$ cat config.mk
export PLATFORM = sky130hd
export DESIGN_NAME = sdfm_filt_array
export DESIGN_NICKNAME = d
export VERILOG_FILES = /design/src/rtl/sdfm_pkg.sv /design/src/rtl/sdfm_cic_core.sv /design/src/rtl/sdfm_filt_array.sv
export SDC_FILE = /design/constraint.sdc
export NUM_CORES = 2
export LEC_CHECK = 0
export ABC_AREA = 1
export CAP_MARGIN = 20
export CORE_MARGIN = 5
export CORE_UTILIZATION = 47
export DETAILED_ROUTE_END_ITERATION = 6
export MAX_ROUTING_LAYER = met4
export PLACE_DENSITY_LB_ADDON = 0.08
export SYNTH_ARGS = -nofsm -noshare
export SYNTH_HDL_FRONTEND = slang
export SYNTH_SLANG_ARGS = --single-unit
$ cat constraint.sdc
create_clock -name SYSCLK -period 126.2 [get_ports SYSCLK]
set_input_delay 25.24 -clock SYSCLK [delete_from_list [all_inputs] [get_ports SYSCLK]]
set_output_delay 25.24 -clock SYSCLK [all_outputs]
set_load 0.05 [all_outputs]
$ cat src/rtl/sdfm_pkg.sv
// Shared constants and helpers for the sigma-delta filter array.
package sdfm_pkg;

    localparam int unsigned MAX_ORDER = 3;
    localparam int unsigned MAX_NCH   = 8;
    localparam int unsigned CALC_W    = 64;

    function automatic int unsigned clog2(input int unsigned v);
        int unsigned r;
        r = 0;
        for (int i = 0; i < 32; i++) begin
            if ((64'd1 << i) < 64'(v)) r = i + 1;
        end
        return r;
    endfunction

    // Bitstream 1 -> +1, 0 -> -1.
    function automatic logic signed [1:0] dsd_to_signed(input logic b);
        return b ? 2'sb01 : 2'sb11;
    endfunction

    // Arithmetic shift then clamp to the signed out_w range; caller sign-extends to CALC_W.
    function automatic logic signed [CALC_W-1:0] sat_shift(
        input logic signed [CALC_W-1:0] v,
        input logic        [4:0]        sh,
        input int unsigned              out_w
    );
        logic signed [CALC_W-1:0] s;
        logic signed [CALC_W-1:0] hi;
        logic signed [CALC_W-1:0] lo;
        s  = v >>> sh;
        hi = (64'sd1 <<< (out_w - 1)) - 64'sd1;
        lo = -hi - 64'sd1;
        if (s > hi) return hi;
        if (s < lo) return lo;
        return s;
    endfunction

endpackage

$ cat src/rtl/sdfm_cic_core.sv
// One channel: CIC integrators, decimation counter, combs, formatting and pending result.
// SDFM_SETTLE_EN: suppress the first ORDER results after reset or enable.
module sdfm_cic_core
    import sdfm_pkg::*;
#(
    parameter int unsigned ORDER = 3,
    parameter int unsigned ACC_W = 32,
    parameter int unsigned OUT_W = 32
) (
    input  logic             i_clk,
    input  logic             i_rst,
    input  logic             i_dsd,
    input  logic             i_stb,
    input  logic             i_en,
    input  logic [7:0]       i_dec,
    input  logic [4:0]       i_sh,
    input  logic             i_ovf_clr,
    input  logic             i_grant,
    output logic             o_pend,
    output logic [OUT_W-1:0] o_data,
    output logic             o_ovf
);

    logic signed [ACC_W-1:0]  r_integ [ORDER];
    logic signed [ACC_W-1:0]  r_dly   [ORDER];
    logic signed [ACC_W-1:0]  w_cin   [ORDER];
    logic signed [ACC_W-1:0]  w_comb;
    logic signed [ACC_W-1:0]  w_x;
    logic signed [CALC_W-1:0] w_sat;
    logic [7:0]               r_cnt;
    logic                     r_evt;
    logic                     w_deliver;
    logic                     r_pend;
    logic                     r_ovf;
    logic [OUT_W-1:0]         r_data;

    assign w_x   = ACC_W'(dsd_to_signed(i_dsd));
    assign w_sat = sat_shift(CALC_W'(w_comb), i_sh, OUT_W);

    always_comb begin
        logic signed [ACC_W-1:0] v;
        v = r_integ[ORDER-1];
        for (int k = 0; k < ORDER; k++) begin
            w_cin[k] = v;
            v = v - r_dly[k];
        end
        w_comb = v;
    end

    always_ff @(posedge i_clk or posedge i_rst) begin
        if (i_rst) begin
            for (int k = 0; k < ORDER; k++) begin
                r_integ[k] <= '0;
                r_dly[k]   <= '0;
            end
            r_cnt <= '0;
            r_evt <= 1'b0;
        end else if (!i_en) begin
            for (int k = 0; k < ORDER; k++) begin
                r_integ[k] <= '0;
                r_dly[k]   <= '0;
            end
            r_cnt <= '0;
            r_evt <= 1'b0;
        end else begin
            r_evt <= 1'b0;
            if (i_stb) begin
                r_integ[0] <= r_integ[0] + w_x;
                for (int k = 1; k < ORDER; k++) begin
                    r_integ[k] <= r_integ[k] + r_integ[k-1];
                end
                // >= lets a lowered ratio take effect without a counter overrun
                if (r_cnt >= i_dec) begin
                    r_cnt <= '0;
                    r_evt <= 1'b1;
                end else begin
                    r_cnt <= r_cnt + 8'd1;
                end
            end
            if (r_evt) begin
                for (int k = 0; k < ORDER; k++) begin
                    r_dly[k] <= w_cin[k];
                end
            end
        end
    end

`ifdef SDFM_SETTLE_EN
    localparam logic [1:0] SETTLE_N = 2'(ORDER);
    logic [1:0] r_settle;

    always_ff @(posedge i_clk or posedge i_rst) begin
        if (i_rst) begin
            r_settle <= '0;
        end else if (!i_en) begin
            r_settle <= '0;
        end else if (r_evt && (r_settle != SETTLE_N)) begin
            r_settle <= r_settle + 2'd1;
        end
    end

    assign w_deliver = r_evt && (r_settle == SETTLE_N);
`else
    assign w_deliver = r_evt;
`endif

    // A grant in the same cycle pushes the old value, so that is not an overwrite.
    always_ff @(posedge i_clk or posedge i_rst) begin
        if (i_rst) begin
            r_pend <= 1'b0;
            r_data <= '0;
            r_ovf  <= 1'b0;
        end else begin
            if (w_deliver) begin
                r_data <= w_sat[OUT_W-1:0];
                r_pend <= 1'b1;
            end else if (i_grant) begin
                r_pend <= 1'b0;
            end
            if (w_deliver && r_pend && !i_grant) begin
                r_ovf <= 1'b1;
            end else if (i_ovf_clr) begin
                r_ovf <= 1'b0;
            end
        end
    end

    assign o_pend = r_pend;
    assign o_data = r_data;
    assign o_ovf  = r_ovf;

endmodule

$ cat src/rtl/sdfm_filt_array.sv
// Multi-channel sigma-delta decimation filter array with round-robin result FIFO.
// SDFM_SETTLE_EN (see sdfm_cic_core) suppresses start-up transients per channel.
module sdfm_filt_array
    import sdfm_pkg::*;
#(
    parameter int unsigned NCH        = 4,
    parameter int unsigned ORDER      = 3,
    parameter int unsigned ACC_W      = 32,
    parameter int unsigned OUT_W      = 32,
    parameter int unsigned FIFO_DEPTH = 8
) (
    input  logic                                     SYSCLK,
    input  logic                                     SYSRST,
    input  logic [NCH-1:0]                           sd_dsd_in,
    input  logic [NCH-1:0]                           sd_clk_in,
    input  logic [NCH-1:0]                           cfg_en,
    input  logic [7:0]                               cfg_dec,
    input  logic [4:0]                               cfg_sh,
    input  logic                                     ovf_clr,
    output logic                                     out_valid,
    input  logic                                     out_ready,
    output logic [OUT_W-1:0]                         out_data,
    output logic [((NCH > 1) ? clog2(NCH) : 1)-1:0]  out_ch,
    output logic [clog2(FIFO_DEPTH):0]               fifo_level,
    output logic [NCH-1:0]                           ovf_flag
);

    localparam int unsigned CH_W  = (NCH > 1) ? clog2(NCH) : 1;
    localparam int unsigned AW    = clog2(FIFO_DEPTH);
    localparam int unsigned LVL_W = AW + 1;

    logic [NCH-1:0]   w_pend;
    logic [NCH-1:0]   w_grant;
    logic [OUT_W-1:0] w_data [NCH];
    logic             w_gnt_vld;
    logic [CH_W-1:0]  w_gnt_ch;
    logic             w_full;
    logic             w_push;
    logic             w_pop;
    logic [CH_W-1:0]  r_ptr;
    logic [OUT_W-1:0] r_mem_data [FIFO_DEPTH];
    logic [CH_W-1:0]  r_mem_ch   [FIFO_DEPTH];
    logic [AW-1:0]    r_wr;
    logic [AW-1:0]    r_rd;
    logic [LVL_W-1:0] r_level;

    for (genvar i = 0; i < NCH; i++) begin : g_ch
        sdfm_cic_core #(
            .ORDER (ORDER),
            .ACC_W (ACC_W),
            .OUT_W (OUT_W)
        ) u_core (
            .i_clk     (SYSCLK),
            .i_rst     (SYSRST),
            .i_dsd     (sd_dsd_in[i]),
            .i_stb     (sd_clk_in[i]),
            .i_en      (cfg_en[i]),
            .i_dec     (cfg_dec),
            .i_sh      (cfg_sh),
            .i_ovf_clr (ovf_clr),
            .i_grant   (w_grant[i]),
            .o_pend    (w_pend[i]),
            .o_data    (w_data[i]),
            .o_ovf     (ovf_flag[i])
        );
    end

    // Scan offsets high to low so the closest pending channel at/after the pointer wins.
    always_comb begin
        int idx;
        w_gnt_vld = 1'b0;
        w_gnt_ch  = '0;
        idx       = 0;
        for (int j = int'(NCH) - 1; j >= 0; j--) begin
            idx = int'(r_ptr) + j;
            if (idx >= int'(NCH)) idx = idx - int'(NCH);
            if (w_pend[CH_W'(idx)]) begin
                w_gnt_vld = 1'b1;
                w_gnt_ch  = CH_W'(idx);
            end
        end
    end

    assign w_full = (r_level == LVL_W'(FIFO_DEPTH));
    assign w_push = w_gnt_vld && !w_full;
    assign w_pop  = out_valid && out_ready;

    always_comb begin
        w_grant = '0;
        if (w_push) w_grant[w_gnt_ch] = 1'b1;
    end

    always_ff @(posedge SYSCLK or posedge SYSRST) begin
        if (SYSRST) begin
            r_ptr <= '0;
        end else if (w_push) begin
            r_ptr <= (w_gnt_ch == CH_W'(NCH - 1)) ? '0 : w_gnt_ch + CH_W'(1);
        end
    end

    always_ff @(posedge SYSCLK or posedge SYSRST) begin
        if (SYSRST) begin
            for (int k = 0; k < FIFO_DEPTH; k++) begin
                r_mem_data[k] <= '0;
                r_mem_ch[k]   <= '0;
            end
            r_wr    <= '0;
            r_rd    <= '0;
            r_level <= '0;
        end else begin
            if (w_push) begin
                r_mem_data[r_wr] <= w_data[w_gnt_ch];
                r_mem_ch[r_wr]   <= w_gnt_ch;
                r_wr             <= r_wr + AW'(1);
            end
            if (w_pop) r_rd <= r_rd + AW'(1);
            if (w_push && !w_pop) begin
                r_level <= r_level + LVL_W'(1);
            end else if (!w_push && w_pop) begin
                r_level <= r_level - LVL_W'(1);
            end
        end
    end

    assign out_valid  = (r_level != '0);
    assign out_data   = r_mem_data[r_rd];
    assign out_ch     = r_mem_ch[r_rd];
    assign fifo_level = r_level;

endmodule
-- After elaboration in Yosys (flattened, before gate mapping)
Cells that the tools add are included.
- register bits after elaboration: 1224
- output and inout port bits: 43
- word-level logic and storage cells: 308
- input bits: 29
- bitwise operators: 3
- reduce and logical (&&, ||, !) cells: 31
- equal/unequal tests: 10
- order comparisons: 26
- add/subtract/negate cells: 40
- muxes and demuxes: 130
- shift-type cells: 4
- operator list (kind ; number):
    96-bit two-way mux ; 16
    32-bit two-way mux ; 21
    32-bit subtractor ; 12
    32-bit adder ; 8
    256-bit bitwise mux ; 1
    64-bit by 32-bit > comparator with 1-bit output, second input constant ; 4
    64-bit by 32-bit < comparator with 1-bit output, second input constant ; 4
    32-bit by 5-bit >>> shifter with 64-bit output ; 4
    32-bit by 2-bit adder with 32-bit output ; 4
    32-bit binary-select mux with 3-bit select ; 1
    32-bit demux with 3-bit select ; 1
    8-bit two-way mux ; 12
    32-bit binary-select mux with 2-bit select ; 1
    1-bit two-way mux ; 50
    8-bit by 1-bit adder with 8-bit output, second input constant ; 4
    8-bit >= comparator ; 4
    2-bit two-way mux ; 16
    2-bit nonzero test ; 9
    16-bit bitwise mux ; 1
    2-bit by 4-bit < comparator with 1-bit output, second input constant ; 4
    1-bit logical AND ; 14
    3-bit >= comparator, second input constant ; 4
    4-bit two-way mux ; 3
    1-bit binary-select mux with 2-bit select ; 4
    23 further kinds ; 42

-- Longest topological paths before layout
- depth after elaboration: 18
- gate-level depth with buffers: 51
- mapped depth without buffers: 51

-- Modules after synthesis
From an unflattened synthesis, not the netlist that was laid out.
- cell total of the unflattened synthesis: 13232
- area total of the unflattened synthesis: 93757.4 um^2
- by module, submodules not included (module ; seq. area each (um^2) ; area an instance (um^2) ; instances ; cells an instance):
    sdfm_cic_core (g_ch[1].u_core ...) ; 5880.6 ; 19626.3 ; 2 ; 2808
    sdfm_cic_core (g_ch[0].u_core) ; 5880.6 ; 19717.7 ; 1 ; 2825
    sdfm_cic_core (g_ch[3].u_core) ; 5880.6 ; 19655.1 ; 1 ; 2805
    sdfm_filt_array ; 7106.8 ; 15132.0 ; 1 ; 1986

-- Worst setup path after synthesis
No wires, ideal clock.
- kind: in2reg
- from: in sd_dsd_in[0]
- to: reg g_ch[0].u_core.r_integ[89] in the netlist's numbering
- path buffers: 0
- slack: 98209 ps
- arrival time: 27870 ps
- data required time: 126078 ps
- cell stages on the path: 16
- setup time: 122 ps
- path through: inv_1 > ha_1 > nand2_1 > nand2_1 > a31oi_1 > o21ai_0 > nand3_1 > nand2_1 > a21oi_1 > o21ai_0 > nand2_1 > nand2_1 > nand2_1 > o211ai_1 > or2_2 > a32o_1
- cells in the longest elaborated chain, start to end: 4
- RTL lines (what ; line ; text):
    from (decl) ; sdfm_filt_array.sv:14 ; input logic [NCH-1:0] sd_dsd_in,
    2-bit two-way mux ; sdfm_pkg.sv:19 ; return b ? 2'sb01 : 2'sb11;
    32-bit by 2-bit adder with 32-bit output ; sdfm_cic_core.sv:68 ; r_integ[0] <= r_integ[0] + w_x;
    96-bit two-way mux ; sdfm_cic_core.sv:67 ; if (i_stb) begin
    96-bit two-way mux ; sdfm_cic_core.sv:58 ; end else if (!i_en) begin
    to (signal, indexed assignment) ; sdfm_cic_core.sv:70 ; r_integ[k] <= r_integ[k] + r_integ[k-1];
    to (decl) ; sdfm_cic_core.sv:24 ; logic signed [ACC_W-1:0] r_integ [ORDER];
No other way between the ends. The select of a mux whose other input is x is not followed.
A chain may end at the register's enable or synchronous reset.

==> results summary <==
The run finished, with violations left. The final reports fail on design-rule violations. Once the clock tree was built, the resizer swapped 0 gates to a different size. Clock skew on the completed layout was measured at 29.1 ps. The yosys synthesis warning count came out at 0. The die area came out at 204000 um2.

The kind of start point of the critical path is an input pin. The first routing iteration left 6195 violations. Traced cell by cell, the critical path runs through clkdlybuf4s50_1 -> inv_8 -> buf_12 -> buf_4 -> buf_4 -> buf_4 -> buf_4 -> buf_4. The actual transition at the worst max-transition pin came out at 1030 ps. The type of element capturing the critical path is an async pin. The initial cell density of the core is 47.2%. The mapped netlist covers 91700 um2.

Setup violations remaining at the end of the flow were counted as 0. The number of global-route vias before repair came out at 81.1k. The worst endpoint data arrival time came out at 31150 ps. The min-delay analysis places its worst path in the category reg2reg. The number of max-slew violations in the final report came out at 0. The portion of the clock cycle consumed by the worst path in the final layout is 24.0%. The H-tree generated during clock tree synthesis spans 4 levels.

Compared with the post-synthesis result, the final layout area differs by 8.58%. Row generation in the floorplan step produced 162 rows. The number of nets at the end of the flow came out at 13.5k. The post-route minimum period came out at 30350 ps. In the post-route analysis, the smallest setup slack over all paths is 95850 ps. The initial antenna violation count is 5. The timing-limited maximum frequency came out at 0.0329 GHz. The leading area contributor after synthesis is sky130_fd_sc_hd__dfrtp_1. The number of buffer cells added on primary ports is 71. The via count is 84.5k.

In this run the worst path has a maximum fanout of 164. The remaining antenna violation count after routing is 0. The slowest stage of the critical path is the sky130_fd_sc_hd__buf_4 cell. The overall global routing resource usage is 25.0%. Before CTS, the worst setup slack after placement is 94760 ps. The sink count of the clock tree is 1224.

The count of final hold-check violations is 0. The synthesis-stage register bit count came out at 1224. The deepest clock path buffer count came out at 3.

The critical path data required time came out at 127000 ps. The startpoint-to-endpoint class of the critical path is in2async. The net count of the mapped netlist came out at 13.7k. The average cell area after synthesis came out at 7.16 um2. The routed via count divided by cell count came out at 5.51. The placer's final routability congestion estimate came out at 0.902. In this run, synthesis inferred 0 flip-flops with an integrated enable.

The share of the synthesized area in the top cell type came out at 33.4%. Summing all multi-input logic gate instances after layout gives 54600 um2. The clock-pin transition on the worst setup and hold timing paths is 50 ps. Post-CTS timing repair inserted 0 buffers for setup. The total buffers and inverters traversed by the critical path came out at 8. Once placement finished, the instance area stood at 94500 um2. The most used flip-flop cell after synthesis is sky130_fd_sc_hd__dfrtp_1. The share of synthesized registers carrying an async set or reset came out at 100%. The worst pin sits at a relative slew slack of 31.3%. The number of buffers added by the clock tree synthesis step is 150. The routed wirelength normalized by instance count is 16.5 um. The most numerous cell type found on the critical path is sky130_fd_sc_hd__buf_4. The number of standard cells after synthesis is 12.8k. The sum of net half-perimeters after detailed placement came out at 184000 um. In this design, the stage delay of the slowest critical-path cell is 840 ps. Entering global routing, the biggest net connects 174 pins. TritonCTS built the clock tree.

On the critical path the largest part of the delay comes from buffers and inverters. The clock latency of the later-clocked register in the worst-skew pair is 810 ps. After detailed routing, the number of remaining DRC violations is 1. The fraction of final layout cells sized beyond drive strength 1 came out at 4.17%. The die span in y is 452 um. The die span in x is 452 um. The root buffer cell chosen for the clock tree is sky130_fd_sc_hd__clkbuf_16. For the final routed database, the setup TNS stands at 0 ps. Summing all non-filler instances in the final layout gives an area of 99600 um2. The first-pass GRT wire length came out at 420000 um.

After synthesis, the cell types taking the most area are sky130_fd_sc_hd__dfrtp_1 33%, sky130_fd_sc_hd__nand2_1 14%, sky130_fd_sc_hd__ha_1 11%. The sequential share of the synthesized area is 33.4%. The number of distinct library cell variants in the gate-level netlist after synthesis came out at 70. Setup repair after global routing left no endpoint under its margin. The total global routing overflow came out at 0. The number of filler instances in the final layout came out at 19.2k. Across the whole layout, storage elements account for 30600 um2. Summed over all layers, the routed wires come to 252000 um. Pin placement for this block handled 72 I/O pins. The number of max-cap violations is 0. Before antenna repair, the detailed router went through 7 iterations. The core area came out at 195000 um2. The total of hold buffers inserted after clock tree synthesis is 0.
==> cell usage after synthesis (all sizes together), types with 32 or more instances <==
library cell and number:
o21ai 1503, o22ai 143, clkbuf 314, a21oi 977, nor3 95, or2 52
o21a 41, buf 141, nand4 50, a32o 52, xnor2 112, o211ai 51
o21bai 42, ha 785, nand2 3403, nand3 972, o31ai 74, xor2 298
o221ai 32, inv 1248, a21o 70, a31oi 118, dfrtp 1224, nor2 799
==> tightest hold or removal path, cell delays in order, from the launching register on <==
cell                      delay (ps)
sky130_fd_sc_hd__dfrtp_1         330
sky130_fd_sc_hd__nand2_1          50
sky130_fd_sc_hd__o21ai_0          60
==> layout make-up <==
class / count / area share [%]
sequential: 1224 / 30.8
antenna: 2 / 0.00502
inverter: 1255 / 4.75
clock buffer: 221 / 4.43
tap: 2542 / 3.19
multi-input combinational: 9882 / 54.8
clock inverter: 47 / 0.619
timing repair buffer: 158 / 1.46
==> state kept, by name (all words and copies together), names as in the netlist <==
signal               flops
g_ch.u_core.r_dly      384
g_ch.u_core.r_integ    384
r_mem_data             256
g_ch.u_core.o_data     128
g_ch.u_core.r_cnt       32
r_mem_ch                16
fifo_level               4
g_ch.u_core.o_ovf        4
g_ch.u_core.o_pend       4
g_ch.u_core.r_evt        4
r_rd                     3
r_wr                     3
r_ptr                    2
==> cells by family after synthesis <==
group           count (synthesis)  synth area share, %
mux                             9               0.0982
xor+xnor                      410                 3.91
compound gates               3208                 19.6
simple gates                 5445                 24.6
flops                        1224                 33.4
buf+inv                      1710                 7.18
fa+ha+maj                     810                 11.3
==> layout by cell type (no fill, tap or decap), drive strengths merged, types with 50 or more instances in the layout <==
cell,count
xnor2,112
a21oi,977
nand4,50
o21ai,1503
inv,1250
dfrtp,1224
clkbuf,221
a31oi,118
nor3,95
xor2,298
or2,52
nand3,972
o22ai,143
ha,785
nand2,3403
clkdlybuf4s50,66
a21o,70
o211ai,51
o31ai,74
buf,92
a32o,52
nor2,799
==> worst paths after layout <==
kind                                                     endpoint  slack, ps                                   from  cells after the start
min                                    r_mem_data[82]$_DFFE_PP0P_        480             r_mem_data[82]$_DFFE_PP0P_                      2
min reg2reg                            r_mem_data[82]$_DFFE_PP0P_        480             r_mem_data[82]$_DFFE_PP0P_                      2
max                        g_ch[3].u_core.r_integ[94]$_DFFE_PP0P_      95850                                 SYSRST                      8
max in group SYSCLK                                     out_ch[0]      96260                    r_rd[0]$_DFFE_PP0P_                      6
min in group asynchronous             r_mem_data[145]$_DFFE_PP0P_      24960                                 SYSRST                      2
max reg2reg                 g_ch[0].u_core.o_data[15]$_DFFE_PP0P_     118850  g_ch[0].u_core.r_integ[0]$_DFFE_PP0P_                     38
==> per-layer routing <==
layer | up-vias | wire length, um | GRT usage (%)
li1 | 43000 | - | -
met1 | 39700 | 126000 | 35.5
met2 | 1609 | 112000 | 39.3
met3 | 261 | 9880 | 2.53
met4 | 0 | 4050 | 4.92
met5 | - | 0 | -
==> stage by stage <==
step / cells / util, % / hold slack [ps]
2_1_floorplan: 12800 / - / 448
3_5_place_dp: 15100 / 48.6 / 466
3_3_place_gp: 15100 / 48.6 / 460
4_1_cts: 15300 / 51.1 / 481
5_1_grt: 15300 / 51.2 / 490
6_report: 15300 / 51.2 / 476
Power is left out: the tool's default activity adds up to more than one toggle a clock period on the data nets, which glitch-free logic cannot reach.
